File: src/rtl/uart_loader_pkg.sv
// Shared types and constants for the UART boot loader: receiver/loader
// state encodings, word size and half-bit timing.
package uart_loader_pkg;

  typedef enum logic [1:0] {RX_IDLE, RX_START, RX_DATA, RX_STOP} rx_state_e;
  typedef enum logic [1:0] {LD_LEN, LD_LOAD, LD_CHK, LD_DONE} ld_state_e;

  localparam int WORD_BYTES       = 4;
  localparam int CLKS_PER_BIT_DEF = 868;
  localparam int HALF_BIT_DEF     = CLKS_PER_BIT_DEF / 2;

  // Delay from start-bit edge to the middle of the start bit.
  function automatic int half_bit(input int clks_per_bit);
    return clks_per_bit / 2;
  endfunction

endpackage

File: src/rtl/uart_rx.sv
// 8N1 UART receiver: 2-flop synchronizer, mid-bit sampling, one-cycle
// byte_valid on a good stop bit, frame_err pulse on a bad one.
module uart_rx
  import uart_loader_pkg::*;
#(
  parameter int CLKS_PER_BIT = CLKS_PER_BIT_DEF
) (
  input  logic       clk,
  input  logic       rst,
  input  logic       rx,
  output logic       byte_valid,
  output logic [7:0] byte_data,
  output logic       frame_err
);

  localparam int CNT_W = $clog2(CLKS_PER_BIT);
  localparam logic [CNT_W-1:0] HALF_M1 = CNT_W'(half_bit(CLKS_PER_BIT) - 1);
  localparam logic [CNT_W-1:0] FULL_M1 = CNT_W'(CLKS_PER_BIT - 1);

  logic             sync1_q, sync2_q, prev_q;
  rx_state_e        state_q, state_d;
  logic [CNT_W-1:0] cnt_q, cnt_d;
  logic [2:0]       bit_q, bit_d;
  logic [7:0]       shreg_q, shreg_d;
  logic             valid_q, valid_d;
  logic             ferr_q, ferr_d;

  always_ff @(posedge clk) begin
    if (rst) begin
      sync1_q <= 1'b1;
      sync2_q <= 1'b1;
      prev_q  <= 1'b1;
      state_q <= RX_IDLE;
      cnt_q   <= '0;
      bit_q   <= '0;
      shreg_q <= '0;
      valid_q <= 1'b0;
      ferr_q  <= 1'b0;
    end else begin
      sync1_q <= rx;
      sync2_q <= sync1_q;
      prev_q  <= sync2_q;
      state_q <= state_d;
      cnt_q   <= cnt_d;
      bit_q   <= bit_d;
      shreg_q <= shreg_d;
      valid_q <= valid_d;
      ferr_q  <= ferr_d;
    end
  end

  always_comb begin
    state_d = state_q;
    cnt_d   = cnt_q;
    bit_d   = bit_q;
    shreg_d = shreg_q;
    valid_d = 1'b0;
    ferr_d  = 1'b0;
    case (state_q)
      RX_IDLE: begin
        if (prev_q && !sync2_q) begin
          state_d = RX_START;
          cnt_d   = '0;
        end
      end
      RX_START: begin
        if (cnt_q == HALF_M1) begin
          cnt_d   = '0;
          bit_d   = '0;
          // Line back high by mid-start-bit means it was only a glitch.
          state_d = sync2_q ? RX_IDLE : RX_DATA;
        end else begin
          cnt_d = cnt_q + 1'b1;
        end
      end
      RX_DATA: begin
        if (cnt_q == FULL_M1) begin
          cnt_d   = '0;
          shreg_d = {sync2_q, shreg_q[7:1]};
          bit_d   = bit_q + 1'b1;
          if (bit_q == 3'd7) state_d = RX_STOP;
        end else begin
          cnt_d = cnt_q + 1'b1;
        end
      end
      RX_STOP: begin
        if (cnt_q == FULL_M1) begin
          cnt_d   = '0;
          state_d = RX_IDLE;
          valid_d = sync2_q;
          ferr_d  = !sync2_q;
        end else begin
          cnt_d = cnt_q + 1'b1;
        end
      end
      default: state_d = RX_IDLE;
    endcase
  end

  assign byte_valid = valid_q;
  assign byte_data  = shreg_q;
  assign frame_err  = ferr_q;

endmodule

File: src/rtl/uart_loader.sv
// UART boot loader: 32-bit LE length header, then LE words written to
// instruction memory port A; releases the core when done.
// Define UART_LOADER_CHECKSUM_EN to require a trailing XOR checksum word.
module uart_loader
  import uart_loader_pkg::*;
#(
  parameter int CLKS_PER_BIT = CLKS_PER_BIT_DEF,
  parameter int ADDR_W       = 13
) (
  input  logic              clk,
  input  logic              rst,
  input  logic              rx,
  output logic [3:0]        we,
  output logic [ADDR_W-1:0] addr,
  output logic [31:0]       din,
  output logic              core_rst_n,
  output logic              done,
  output logic              err
);

  localparam logic [32:0] DEPTH = 33'd1 << ADDR_W;
`ifdef UART_LOADER_CHECKSUM_EN
  localparam ld_state_e AFTER_LOAD = LD_CHK;
`else
  localparam ld_state_e AFTER_LOAD = LD_DONE;
`endif

  logic       byte_valid;
  logic [7:0] byte_data;
  logic       frame_err;

  uart_rx #(.CLKS_PER_BIT(CLKS_PER_BIT)) u_rx (
    .clk        (clk),
    .rst        (rst),
    .rx         (rx),
    .byte_valid (byte_valid),
    .byte_data  (byte_data),
    .frame_err  (frame_err)
  );

  ld_state_e         state_q, state_d;
  logic [1:0]        bcnt_q, bcnt_d;
  logic [31:0]       shift_q, shift_d;
  logic [31:0]       wcount_q, wcount_d;
  logic [31:0]       nwr_q, nwr_d;
  logic [ADDR_W-1:0] idx_q, idx_d;
  logic [ADDR_W-1:0] addr_q, addr_d;
  logic [31:0]       din_q, din_d;
  logic [3:0]        we_q, we_d;
  logic              err_q, err_d;
`ifdef UART_LOADER_CHECKSUM_EN
  logic [31:0]       csum_q, csum_d;
  logic              bad_q, bad_d;
`endif

  logic [31:0] word;
  logic        last_byte;
  assign word      = {byte_data, shift_q[31:8]};
  assign last_byte = byte_valid && (bcnt_q == 2'(WORD_BYTES - 1));

  always_ff @(posedge clk) begin
    if (rst) begin
      state_q  <= LD_LEN;
      bcnt_q   <= '0;
      shift_q  <= '0;
      wcount_q <= '0;
      nwr_q    <= '0;
      idx_q    <= '0;
      addr_q   <= '0;
      din_q    <= '0;
      we_q     <= '0;
      err_q    <= 1'b0;
`ifdef UART_LOADER_CHECKSUM_EN
      csum_q   <= '0;
      bad_q    <= 1'b0;
`endif
    end else begin
      state_q  <= state_d;
      bcnt_q   <= bcnt_d;
      shift_q  <= shift_d;
      wcount_q <= wcount_d;
      nwr_q    <= nwr_d;
      idx_q    <= idx_d;
      addr_q   <= addr_d;
      din_q    <= din_d;
      we_q     <= we_d;
      err_q    <= err_d;
`ifdef UART_LOADER_CHECKSUM_EN
      csum_q   <= csum_d;
      bad_q    <= bad_d;
`endif
    end
  end

  always_comb begin
    state_d  = state_q;
    bcnt_d   = bcnt_q;
    shift_d  = shift_q;
    wcount_d = wcount_q;
    nwr_d    = nwr_q;
    idx_d    = idx_q;
    addr_d   = addr_q;
    din_d    = din_q;
    we_d     = '0;
    err_d    = err_q;
`ifdef UART_LOADER_CHECKSUM_EN
    csum_d   = csum_q;
    bad_d    = bad_q;
`endif
    if (state_q != LD_DONE) begin
      if (frame_err) err_d = 1'b1;
      if (byte_valid) begin
        shift_d = word;
        bcnt_d  = bcnt_q + 1'b1;
      end
    end
    case (state_q)
      LD_LEN: begin
        if (last_byte) begin
          wcount_d = word;
          if ({1'b0, word} > DEPTH) err_d = 1'b1;
          state_d = (word == 32'h0) ? AFTER_LOAD : LD_LOAD;
        end
      end
      LD_LOAD: begin
        if (last_byte) begin
          we_d   = 4'hF;
          addr_d = idx_q;
          din_d  = word;
          idx_d  = idx_q + 1'b1;
          nwr_d  = nwr_q + 1'b1;
`ifdef UART_LOADER_CHECKSUM_EN
          csum_d = csum_q ^ word;
`endif
          if (nwr_q + 1'b1 == wcount_q) state_d = AFTER_LOAD;
        end
      end
`ifdef UART_LOADER_CHECKSUM_EN
      LD_CHK: begin
        if (last_byte) begin
          state_d = LD_DONE;
          if (word != csum_q) begin
            err_d = 1'b1;
            bad_d = 1'b1;
          end
        end
      end
`endif
      default: ;
    endcase
  end

  assign we   = we_q;
  assign addr = addr_q;
  assign din  = din_q;
  assign done = (state_q == LD_DONE);
  assign err  = err_q;
`ifdef UART_LOADER_CHECKSUM_EN
  assign core_rst_n = (state_q == LD_DONE) && !bad_q;
`else
  assign core_rst_n = (state_q == LD_DONE);
`endif

endmodule
File: config.mk
export PLATFORM = sky130hd
export DESIGN_NAME = uart_loader
export DESIGN_NICKNAME = d
export VERILOG_FILES = /design/src/rtl/uart_loader_pkg.sv /design/src/rtl/uart_rx.sv /design/src/rtl/uart_loader.sv
export SDC_FILE = /design/constraint.sdc
export NUM_CORES = 1
export LEC_CHECK = 0
export ABC_AREA = 1
export CAP_MARGIN = 20
export CORE_ASPECT_RATIO = 1.75
export CORE_MARGIN = 4
export CORE_UTILIZATION = 60
export DETAILED_ROUTE_END_ITERATION = 10
export PLACE_DENSITY = 0.79
export SLEW_MARGIN = 20
export SYNTH_ARGS = -nofsm -noshare
export SYNTH_HDL_FRONTEND = slang
export SYNTH_SLANG_ARGS = --single-unit
File: constraint.sdc
create_clock -name clk -period 5.21 [get_ports clk]
set_input_delay 0.7815 -clock clk [delete_from_list [all_inputs] [get_ports clk]]
set_output_delay 0.7815 -clock clk [all_outputs]
set_load 0.01 [all_outputs]
-- Yosys cells after proc, flatten, opt, wreduce, memory -nomap -nowiden
Cells that the tools add are included.
- latch bits: 0
- RAM bits: 0
- output and inout bits: 52
- memories kept: 0
- bits in registers: 191
- bits in read-only memories: 0
- input bits: 3
- equal/unequal tests: 19
- reductions and logical operators: 18
- $add $sub $neg: 5
- div/mod/pow operators: 0
- muxes and demuxes: 25
- $lt $le $gt $ge: 1
- multiply operators: 0
- shift-type cells: 0
- bitwise gates (word level): 3
- operators by type and width (operator ; count):
    $add 32x1->32 const B ; 1
    $eq 32x32->1 ; 1
    $gt 32x14->1 const B ; 1
    $logic_not 32->1 ; 1
    $mux 10 ; 3
    $pmux 10 s3 ; 1
    $mux 2 ; 10
    $add 13x1->13 const B ; 1
    $add 10x1->10 const B ; 1
    $eq 10x10->1 const B ; 1
    $eq 10x9->1 const B ; 1
    $ne 2x1->1 const B ; 5
    $eq 2x2->1 const B ; 4
    $ne 2x2->1 const B ; 4
    $pmux 2 s4 ; 1
    $reduce_and 2->1 ; 4
    $mux 3 ; 2
    $pmux 3 s2 ; 1
    $mux 1 ; 5
    $reduce_and 5->1 ; 1
    $eq 2x1->1 const B ; 2
    $logic_not 2->1 ; 2
    $mux 4 ; 1
    $pmux 2 s2 ; 1
    other kinds (11) ; 16

-- Logic depth before layout (Yosys ltp)
Gate-level depths: netlist (run 1).
- depth in word-level cells: 5
- gate-level depth with buffers: 17
- gate-level depth less buffers: 17

-- Hierarchy
A second synthesis (run 1) with hierarchy kept.
- cell total of the unflattened synthesis: 1244
- area, all modules: 8562.0 sq um
- modules (own cells, without submodules) (module ; sequential area each (sq um) ; area each (sq um) ; cells each ; times used):
    uart_loader ; 3042.9 ; 7205.7 ; 1049 ; 1
    uart_rx ; 560.5 ; 1356.3 ; 195 ; 1

-- Least setup slack after synthesis (run 1)
OpenSTA, ideal clock, no wires.
- path type: register to register
- start point: reg nwr_q[0]
- end point: reg state_q[1]
- path slack: 3.296 ns
- period minus slack after synthesis: 1.914 ns
- data arrival time: 1.843 ns
- stages on the path, launching flop included: 18
- path buffers: 0
- required time: 5.140 ns
- cells stage by stage: dfxtp_1 > ha_1 > nand2_2 > nor2_8 > nand2_4 > nor2_4 > nand2_1 > nand2_1 > nand2_1 > nand2_1 > nand2_1 > nor2_1 > nand2_1 > nor2_1 > nand3_1 > nand2_1 > nand3_1 > a21oi_1
- word-level cells in the longest chain between the ends: 4
- ends and longest elaborated chain (what ; RTL line ; RTL):
    from (decl) ; uart_loader.sv:45 ; logic [31:0] nwr_q, nwr_d;
    from (signal assigned) ; uart_loader.sv:82 ; nwr_q <= nwr_d;
    $add 32x1->32 ; uart_loader.sv:135 ; if (nwr_q + 1'b1 == wcount_q) state_d = AFTER_LOAD;
    $eq 32x32->1 ; uart_loader.sv:135 ;
    $ne 2x2->1 (no source line) ; n/a ;
    $reduce_and 4->1 (no source line) ; n/a ;
    to (signal assigned) ; uart_loader.sv:78 ; state_q <= state_d;
    to (decl) ; uart_loader.sv:41 ; ld_state_e state_q, state_d;
Every way passes these cells.
A chain may end at the register's enable or synchronous reset.

==> flow_metrics.tcl, run 1 <==
set metrics [dict create \
    netlist_area_mm2 0.00826 \
    tightest_slew_ns 0.883 \
    mostFrequentLayoutCell "nand2_1" \
    whs_endpoint "u_rx.sync2_q$_SDFF_PP1_" \
    cp-end-kind "register" \
    total_power_mw 2.75 \
    dpl.hpwl_um 14500 \
    io_pins 55 \
    htree_levels 4 \
    max-slew-margin-rel_pct 41.2 \
    dpl.cell_count 1376 \
    rsz0062_at_grt "no" \
    finalMaxSlewViolations 0 \
    seqPwrFrac_pct 50.5 \
    die-width_um 96.7 \
    track_usage_pct 26.5 \
    finalWirelength_um 20800 \
    cp_data_arrival_time_ns 3.13 \
    period_share_pct 54.4 \
    worst-path-buf-inv 4 \
    start_util_pct 61.4 \
    p_sw_mw 0.694 \
    fin_nets 1232 \
    antenna_left 0 \
    vias_per_cell 5.47 \
    floorplan.rows 56 \
    grt_max_degree 83 \
    core_area_mm2 0.0135 \
    hp-start "u_rx.sync1_q$_SDFF_PP1_" \
    peakVddDrop_uv 231 \
    synth_cell_types 35 \
    vias 7701 \
    avgSynthCellArea_um2 6.90 \
    overflow 0 \
    max_cap_violations 0 \
    leakage_nw 3.89 \
    cts_buffers 17 \
    drt_pre_antenna_iters 6 \
    p_per_area_mw_per_mm2 289 \
    r2r_setup_slack_ns 2.72 \
    cp_slowest_stage_delay_ns 0.78 \
    routedWlPerCell_um 14.8 \
    timing.rr.end "state_q[1]$_SDFFE_PP0P_" \
    diodes 0 \
    cts_tree "done" \
    antenna_found_initial 0 \
    final_layout_size_suffix_gt1_share_pct 5.34 \
    cp_top_family "buffers and inverters" \
    area_delta_synth_final_pct 15.0 \
    hold_depth 1 \
    p_int_mw 2.05 \
    clk_latency_ns 0.43 \
    most-common-layout-cells "nand2_1 (238), dfxtp_1 (180), o21ai_0 (151)" \
    drc 0 \
    synth-seq-cells 180 \
    cp.required_ns 5.51 \
    netlist_instances 1196 \
    io_buffer_count 54 \
    postCtsSetupBuffers 0 \
    cp-start-kind "input port" \
    path_class "in -> reg" \
    cts.sinks 180 \
    place_congestion 0.956 \
    cts-hold-fix-buffers 0 \
    clk_path_buf_depth 2 \
    path_cells "clkdlybuf4s50_1, buf_4, clkinv_2, buf_12, nand3_1, o21ai_0" \
    setup_tns_ns 0 \
    fp.dieH_um 163 \
    ys_seq_area_share_pct 43.6 \
    power_frac_comb_pct 2.7 \
    grt_pass1_vias 7217 \
    path_clk_slew_ns 0.08 \
    grt_first_pass_wirelength_um 34300 \
    hp-class "reg -> reg" \
    setup_viol 0 \
    pwr-share-clk_pct 46.8 \
    stdcell_count 1409 \
    slowest_stage "clkinv_2" \
    min_period_ns 2.83 \
    syn_nets 1206 \
    swShare_pct 25.2 \
    status "completed" \
    cts_resized 0 \
    r2r_start "nwr_q[8]$_SDFFE_PP0P_" \
    hold_viol 0 \
    cts-root-buf "clkbuf_16" \
    yosysWarnings 0 \
    die-area_mm2 0.0158 \
    finClkSkew_ns 0.00988 \
    max_freq_mhz 353 \
    worstRegToRegCells 16 \
    cp_max_fo 82 \
    dr.first_iter.drc_count 369 \
]
-- synth_stat cells --
cell type | count | area [µm²]
a21oi_1 | 133 | 666
nor4_1 | 6 | 37.5
a211oi_1 | 2 | 15.0
buf_4 | 4 | 30.0
nand2_4 | 2 | 22.5
a311oi_1 | 1 | 8.76
nor2_1 | 127 | 477
nor2_4 | 7 | 78.8
nand3b_1 | 8 | 60.1
inv_2 | 4 | 15.0
clkbuf_1 | 43 | 161
o22ai_1 | 1 | 6.26
clkinv_1 | 3 | 11.3
dfxtp_1 | 180 | 3600
nor2_8 | 1 | 20.0
o21ai_0 | 151 | 756
inv_1 | 133 | 499
xor2_1 | 2 | 17.5
o211ai_1 | 11 | 82.6
nand4_1 | 11 | 68.8
or4_1 | 1 | 7.51
nand2_1 | 238 | 893
nand3_1 | 83 | 415
nor3_1 | 9 | 45.0
a2111oi_0 | 1 | 8.76
buf_1 | 4 | 15.0
buf_2 | 2 | 10.0
xnor2_1 | 3 | 26.3
o21ai_1 | 3 | 15.0
nor2_2 | 4 | 25.0
and2_1 | 4 | 25.0
nand2_2 | 4 | 25.0
or2_2 | 2 | 12.5
ha_1 | 7 | 87.6
nand3_2 | 1 | 10.0
-- flip-flops by register name, indices dropped and copies added, names as in the netlist, named ones only --
register and cells:
din 32, u_rx.state_q 1, idx_q 13, u_rx.byte_valid 1, we 1, u_rx.bit_q 3, u_rx.sync1_q 1, u_rx.byte_data 8
state_q 2, u_rx.sync2_q 1, u_rx.cnt_q 10, bcnt_q 2, wcount_q 32, shift_q 24, nwr_q 32, err 1
u_rx.prev_q 1, addr 13, u_rx.frame_err 1
-- worst max path at each step --
stage	start	endpoint	cells after the start
after floorplan	nwr_q[0]$_SDFFE_PP0P_	state_q[1]$_SDFFE_PP0P_	17
after global placement	rst	register	6
after detailed placement	rst	register	6
after CTS	bcnt_q[0]$_SDFFE_PP0P_	idx_q[12]$_SDFFE_PP0P_	12
after global routing	rst	shift_q[31]$_SDFFE_PP0P_	6
final	rst	register	6
-- kinds of logic (layout without fill, tap and decap cells) --
group / Yosys count / in the layout / share of synthesized area, %
xor+xnor: 5 / 5 / 0.530
flops: 180 / 180 / 43.6
simple gates: 508 / 508 / 26.9
fa+ha+maj: 7 / 7 / 1.06
buf+inv: 193 / 232 / 8.98
compound gates: 303 / 303 / 18.9
-- area by class of cell --
class | count | area, µm²
fill | 1156 | 3960
multi-input combinational | 823 | 3920
sequential | 180 | 3600
timing repair buffer | 60 | 618
inverter | 140 | 527
clock buffer | 17 | 425
tap | 174 | 218
clock inverter | 15 | 180
-- per-stage QoR --
step	setup slack, ns	cell area [µm²]	hold WS (ns)	util, %
4_1_cts	2.31	9470	0.444	70.4
3_5_place_dp	1.97	8860	0.423	65.9
2_1_floorplan	3.30	8260	0.389	-
6_report	2.38	9490	0.435	70.6
5_1_grt	2.17	9490	0.458	70.6
3_3_place_gp	1.97	8860	0.401	65.9
-- power by group through the flow --
stage	Clock (mW)	Combinational, mW	Sequential (mW)
after floorplan	0	0.0535	1.42
after global placement	0	0.0711	1.42
after detailed placement	0	0.0718	1.42
after CTS	1.30	0.0735	1.39
after global routing	1.36	0.0826	1.39
final	1.29	0.0739	1.39
-- routing by layer --
layer	part of all wire (%)	global-route usage, %	vias up	routed length, µm
li1	-	-	3979	-
met1	40	29.8	3484	8390
met2	52	47.7	186	10800
met3	4.0	4.87	52	840
met4	3.9	13.1	0	814
met5	0	0	-	0
Note: power is estimated with default switching activity, not from simulation.
==> run 2: changes to the inputs <==
--- a/config.mk
+++ b/config.mk
@@ -9,9 +9,9 @@
 export CAP_MARGIN = 20
 export CORE_ASPECT_RATIO = 1.75
 export CORE_MARGIN = 4
-export CORE_UTILIZATION = 60
+export CORE_UTILIZATION = 53
 export DETAILED_ROUTE_END_ITERATION = 10
-export PLACE_DENSITY = 0.79
+export PLACE_DENSITY = 0.74
 export SLEW_MARGIN = 20
 export SYNTH_ARGS = -nofsm -noshare
 export SYNTH_HDL_FRONTEND = slang
==> constraint.sdc (replaced) <==
create_clock -name clk -period 2.4 [get_ports clk]
set_input_delay 0.36 -clock clk [delete_from_list [all_inputs] [get_ports clk]]
set_output_delay 0.36 -clock clk [all_outputs]
set_load 0.01 [all_outputs]
==> run 2 against run 1 <==
Clock power up 110%. Final area up 1.9%. Clock-buffer cell count unchanged. Register-to-register slack worse by 2.5 ns. Clock skew up 0.0059 ns. Largest cell class unchanged.
==> flow_metrics.tcl, run 2 (synthesis results as in run 1) <==
set metrics [dict create \
    status "completed" \
    mostFrequentLayoutCell "nand2_1" \
    min_period_ns 2.22 \
    io_buffer_count 54 \
    die-area_mm2 0.0177 \
    die-width_um 102 \
    cp_data_arrival_time_ns 2.58 \
    hold-worst-slack_ns 0.421 \
    nFillCells 1427 \
    drt_pre_antenna_iters 5 \
    fin_area_mm2 0.00968 \
    most-common-layout-cells "nand2_1 (238), dfxtp_1 (177), o21ai_0 (151)" \
    hp-start "u_rx.sync1_q$_SDFF_PP1_" \
    slowest_stage "dfxtp_4" \
    clk_path_buf_depth 2 \
    place_congestion 0.981 \
    hold_viol 0 \
    peakVddDrop_uv 472 \
    worst-path-buf-inv 0 \
    fp.dieH_um 173 \
    diodes 0 \
    path_class "reg -> reg" \
    dr.first_iter.drc_count 418 \
    fin_nets 1252 \
    vias 7836 \
    register_area_mm2 0.00361 \
    htree_levels 4 \
    cp_slowest_stage_delay_ns 0.38 \
    grt_max_degree 109 \
    finClkSkew_ns 0.0158 \
    crit_cells 15 \
    r2r_start "nwr_q[0]$_SDFFE_PP0P_" \
    vias_per_cell 5.44 \
    track_usage_pct 26.6 \
    cts-root-buf "clkbuf_16" \
    start_util_pct 53.9 \
    period_share_pct 92.7 \
    max_cap_violations 0 \
    cp.required_ns 2.76 \
    dpl.hpwl_um 16600 \
    clk_latency_ns 0.44 \
    cts_buffers 17 \
    grt_pass1_vias 7495 \
    leakage_nw 3.99 \
    grt_first_pass_wirelength_um 37400 \
    setup_viol 0 \
    total_power_mw 5.96 \
    drc 0 \
    final_core_util_pct 63.2 \
    cts_tree "done" \
    final_layout_size_suffix_gt1_share_pct 7.42 \
    timing.rr.end "state_q[1]$_SDFFE_PP0P_" \
    r2r_setup_slack_ns 0.18 \
    multi_input_area_mm2 0.00395 \
    cp-end-kind "register" \
    overflow 0 \
    max_freq_mhz 450 \
    path_clk_slew_ns 0.08 \
    io_pins 55 \
    cp_top_family "simple AND/OR/NAND/NOR gates" \
    area_delta_synth_final_pct 17.2 \
    cp-start-kind "register" \
    core_area_mm2 0.0153 \
    tightest_slew_ns 0.997 \
    place_area_mm2 0.00904 \
    hold_depth 1 \
    hp-class "reg -> reg" \
    antenna_left 0 \
    crit_path_frequent_cell "nand3_1" \
    finalMaxSlewViolations 0 \
    cts.sinks 180 \
    max-slew-margin-rel_pct 33.5 \
    cp_max_fo 6 \
    path_cells "ha_4, nand2_2, nor2_8, nand2_4, nor2_1, nand3_1, nand3_1, nand2_1, nor2_2, nand2_1, nor2_1, nand3_1, nand2_1, nand3_1, a21oi_1" \
    antenna_found_initial 0 \
    floorplan.rows 60 \
    worstRegToRegCells 15 \
    critical_path.startpoint "nwr_q[0]$_SDFFE_PP0P_" \
    whs_endpoint "u_rx.sync2_q$_SDFF_PP1_" \
    finalWirelength_um 23000 \
    p_per_area_mw_per_mm2 616 \
    rsz0062_at_grt "yes" \
    routedWlPerCell_um 16.0 \
]
==> run 2: power by group <==
| part | internal (mW) | switching (mW) |
|---|---|---|
| Sequential | 3.00 | 0.0129 |
| Combinational | 0.0503 | 0.126 |
| Clock | 1.40 | 1.37 |
==> run 2: area by class of cell <==
type	count	area share (%)
Inverter	140	5.44
Tap cell	186	2.40
Timing Repair Buffer	80	7.99
Clock buffer	17	4.40
Multi-Input combinational cell	823	40.8
Clock inverter	14	1.68
Sequential cell	180	37.3
==> run 2: through the flow <==
stage / setup WS (ns) / TNS, ns / cells
6_report: 0.176 / 0 / 1440
5_1_grt: -0.00268 / -0.00268 / 1440
4_1_cts: 0.0673 / 0 / 1439
3_5_place_dp: 0.0921 / 0 / 1408
3_3_place_gp: 0.163 / 0 / 1408
2_1_floorplan: 0.486 / 0 / 1196
==> run 2: timing repair <==
item                                    CTS  global route
endpoints found under the setup margin    0             3
hold buffers                              0             0
setup buffers                             0             1
resized for setup                         0            10
==> run 2: how the worst max path moves through the flow <==
stage                                    to  slack (ns)
CTS                 state_q[1]$_SDFFE_PP0P_        0.07
finish              state_q[1]$_SDFFE_PP0P_        0.18
detailed placement  state_q[1]$_SDFFE_PP0P_        0.09
global placement    state_q[1]$_SDFFE_PP0P_        0.16
global route        state_q[0]$_SDFFE_PP0P_      -0.003
floorplan           state_q[1]$_SDFFE_PP0P_        0.49
==> run 2: metal layers <==
metal / vias to the layer above / routed length (µm) / track usage, %
li1: 4014 / - / -
met1: 3587 / 9050 / 29.8
met2: 172 / 12300 / 47.9
met4: 0 / 911 / 11.4
met3: 63 / 760 / 4.60
met5: - / 0 / 0
==> run 3: changes to the inputs <==
--- a/config.mk
+++ b/config.mk
@@ -7,10 +7,11 @@
 export LEC_CHECK = 0
 export ABC_AREA = 1
 export CAP_MARGIN = 20
-export CORE_ASPECT_RATIO = 1.75
+export CORE_ASPECT_RATIO = 0.75
 export CORE_MARGIN = 4
 export CORE_UTILIZATION = 53
 export DETAILED_ROUTE_END_ITERATION = 10
+export HOLD_SLACK_MARGIN = 0.12
 export PLACE_DENSITY = 0.74
 export SLEW_MARGIN = 20
 export SYNTH_ARGS = -nofsm -noshare
==> run 3 against run 2 <==
Critical path depth increased by 1. Critical path type unchanged. Die area decreased by 0.32%. Clock power grew 3%. Routed wire length is 3.5% lower. Highest routed layer unchanged.
==> flow_metrics.tcl, run 3 (synthesis results as in run 1) <==
set metrics [dict create \
    antenna_left 0 \
    cts_tree "done" \
    grt_pass1_vias 7043 \
    die-area_mm2 0.0177 \
    max_cap_violations 0 \
    max_freq_mhz 452 \
    area_delta_synth_final_pct 17.4 \
    stdcell_count 1456 \
    dpl.hpwl_um 15400 \
    routedWlPerCell_um 15.2 \
    swShare_pct 24.0 \
    min_period_ns 2.21 \
    cp-end-kind "register" \
    clk_latency_ns 0.44 \
    pre_cts_slack_ns 0.148 \
    vias_per_cell 5.44 \
    overflow 0 \
    cp-start-kind "register" \
    start_util_pct 54.1 \
    peakVddDrop_uv 478 \
    antenna_found_initial 0 \
    core_area_mm2 0.0153 \
    vias 7919 \
    status "completed" \
    cts-root-buf "clkbuf_16" \
    met1Wirelength_um 10900 \
    final_layout_size_suffix_gt1_share_pct 7.51 \
    finClkSkew_ns 0.0132 \
    wl_met3_um 1840 \
    finalWirelength_um 22200 \
    most-common-layout-cells "nand2_1 (237), dfxtp_1 (175), o21ai_0 (151)" \
    htree_levels 4 \
    place_congestion 0.938 \
    nFillCells 1397 \
    drc 0 \
    top_layer "met4" \
    grt_first_pass_wirelength_um 36400 \
    cts_buffers 17 \
    max-slew-margin-rel_pct 64.4 \
    fin_ws_ns 0.190 \
    mostFrequentLayoutCell "nand2_1" \
    diodes 0 \
    fin_nets 1248 \
    dr.first_iter.drc_count 729 \
    setup_viol 0 \
    path_class "reg -> reg" \
    leakage_nw 3.97 \
    r2r_setup_slack_ns 0.19 \
    p_int_mw 4.59 \
    io_pins 55 \
    hold_viol 0 \
    finalMaxSlewViolations 0 \
    power_frac_comb_pct 2.7 \
    p_sw_mw 1.45 \
    floorplan.rows 39 \
    fp.dieH_um 116 \
    p_per_area_mw_per_mm2 623 \
    total_power_mw 6.04 \
    cp_max_fo 6 \
    die-width_um 152 \
    dpl.cell_count 1421 \
    io_buffer_count 54 \
    period_share_pct 92.1 \
    path_clk_slew_ns 0.07 \
    seqPwrFrac_pct 49.9 \
    wl_met2_um 9000 \
    drt_pre_antenna_iters 5 \
    grt_max_degree 115 \
    tightest_slew_ns 0.534 \
    track_usage_pct 25.3 \
    pwr-share-clk_pct 47.4 \
    cp.required_ns 2.77 \
    cp_data_arrival_time_ns 2.58 \
    hp-class "reg -> reg" \
    cts.sinks 180 \
    clk_path_buf_depth 2 \
    final_core_util_pct 63.5 \
]
-- run 3: per-layer routing --
layer / vias up / GRT usage, %
met5: - / 0
met4: 0 / 8.38
met3: 34 / 5.70
met2: 280 / 36.1
met1: 3600 / 37.8
li1: 4005 / -
-- run 3: through the flow --
step	cell area (µm²)	hold slack, ns	setup TNS (ns)
after floorplan	8260	0.389	0
after global placement	9000	0.398	0
after detailed placement	9000	0.396	0
after CTS	9620	0.415	0
after global routing	9690	0.433	-0.00308
final	9690	0.414	0
-- run 3: repair_timing --
item                                    4_1_cts  5_1_grt
hold buffers                                  0        0
buffers inserted                              0        2
endpoints found under the setup margin        0        3
gates resized for setup                       0       16
-- run 3: power groups by stage --
stage | Combinational (mW) | Clock, mW | Sequential [mW]
3_3_place_gp | 0.161 | 0 | 3.08
3_5_place_dp | 0.162 | 0 | 3.08
4_1_cts | 0.163 | 2.90 | 3.01
5_1_grt | 0.188 | 3.02 | 3.01
2_1_floorplan | 0.116 | 0 | 3.08
6_report | 0.165 | 2.86 | 3.01
-- run 3: worst paths after layout --
kind / start / endpoint / cells after the start
min: u_rx.sync1_q$_SDFF_PP1_ / u_rx.sync2_q$_SDFF_PP1_ / 1
min reg2reg: u_rx.sync1_q$_SDFF_PP1_ / u_rx.sync2_q$_SDFF_PP1_ / 1
max reg2reg: nwr_q[16]$_SDFFE_PP0P_ / state_q[1]$_SDFFE_PP0P_ / 16
max: nwr_q[16]$_SDFFE_PP0P_ / state_q[1]$_SDFFE_PP0P_ / 16
-- run 3: layout make-up --
type                    instances  area [µm²]  share of cell area [%]
well taps                     205         256                    2.65
multi-input cells             824        3970                    40.9
inverters                     140         531                    5.47
clock inverters                13         163                    1.68
repair buffers                 75         711                    7.33
clock buffers                  19         453                    4.67
flip-flops and latches        180        3610                    37.3
-- run 3: critical path: stages, from the launching register on --
cell     delay (ns)
dfxtp_1        0.49
nand2_1        0.14
nor2_1         0.22
nand2_1        0.13
nor2_1         0.16
nand2_1        0.07
nand2_1        0.08
nand2_1        0.07
nand2_1        0.06
nand2_1        0.06
nor2_1         0.11
nand2_1        0.06
nor2_1         0.08
nand3_1        0.12
nand2_1        0.11
nand3_1        0.07
a21oi_1        0.12
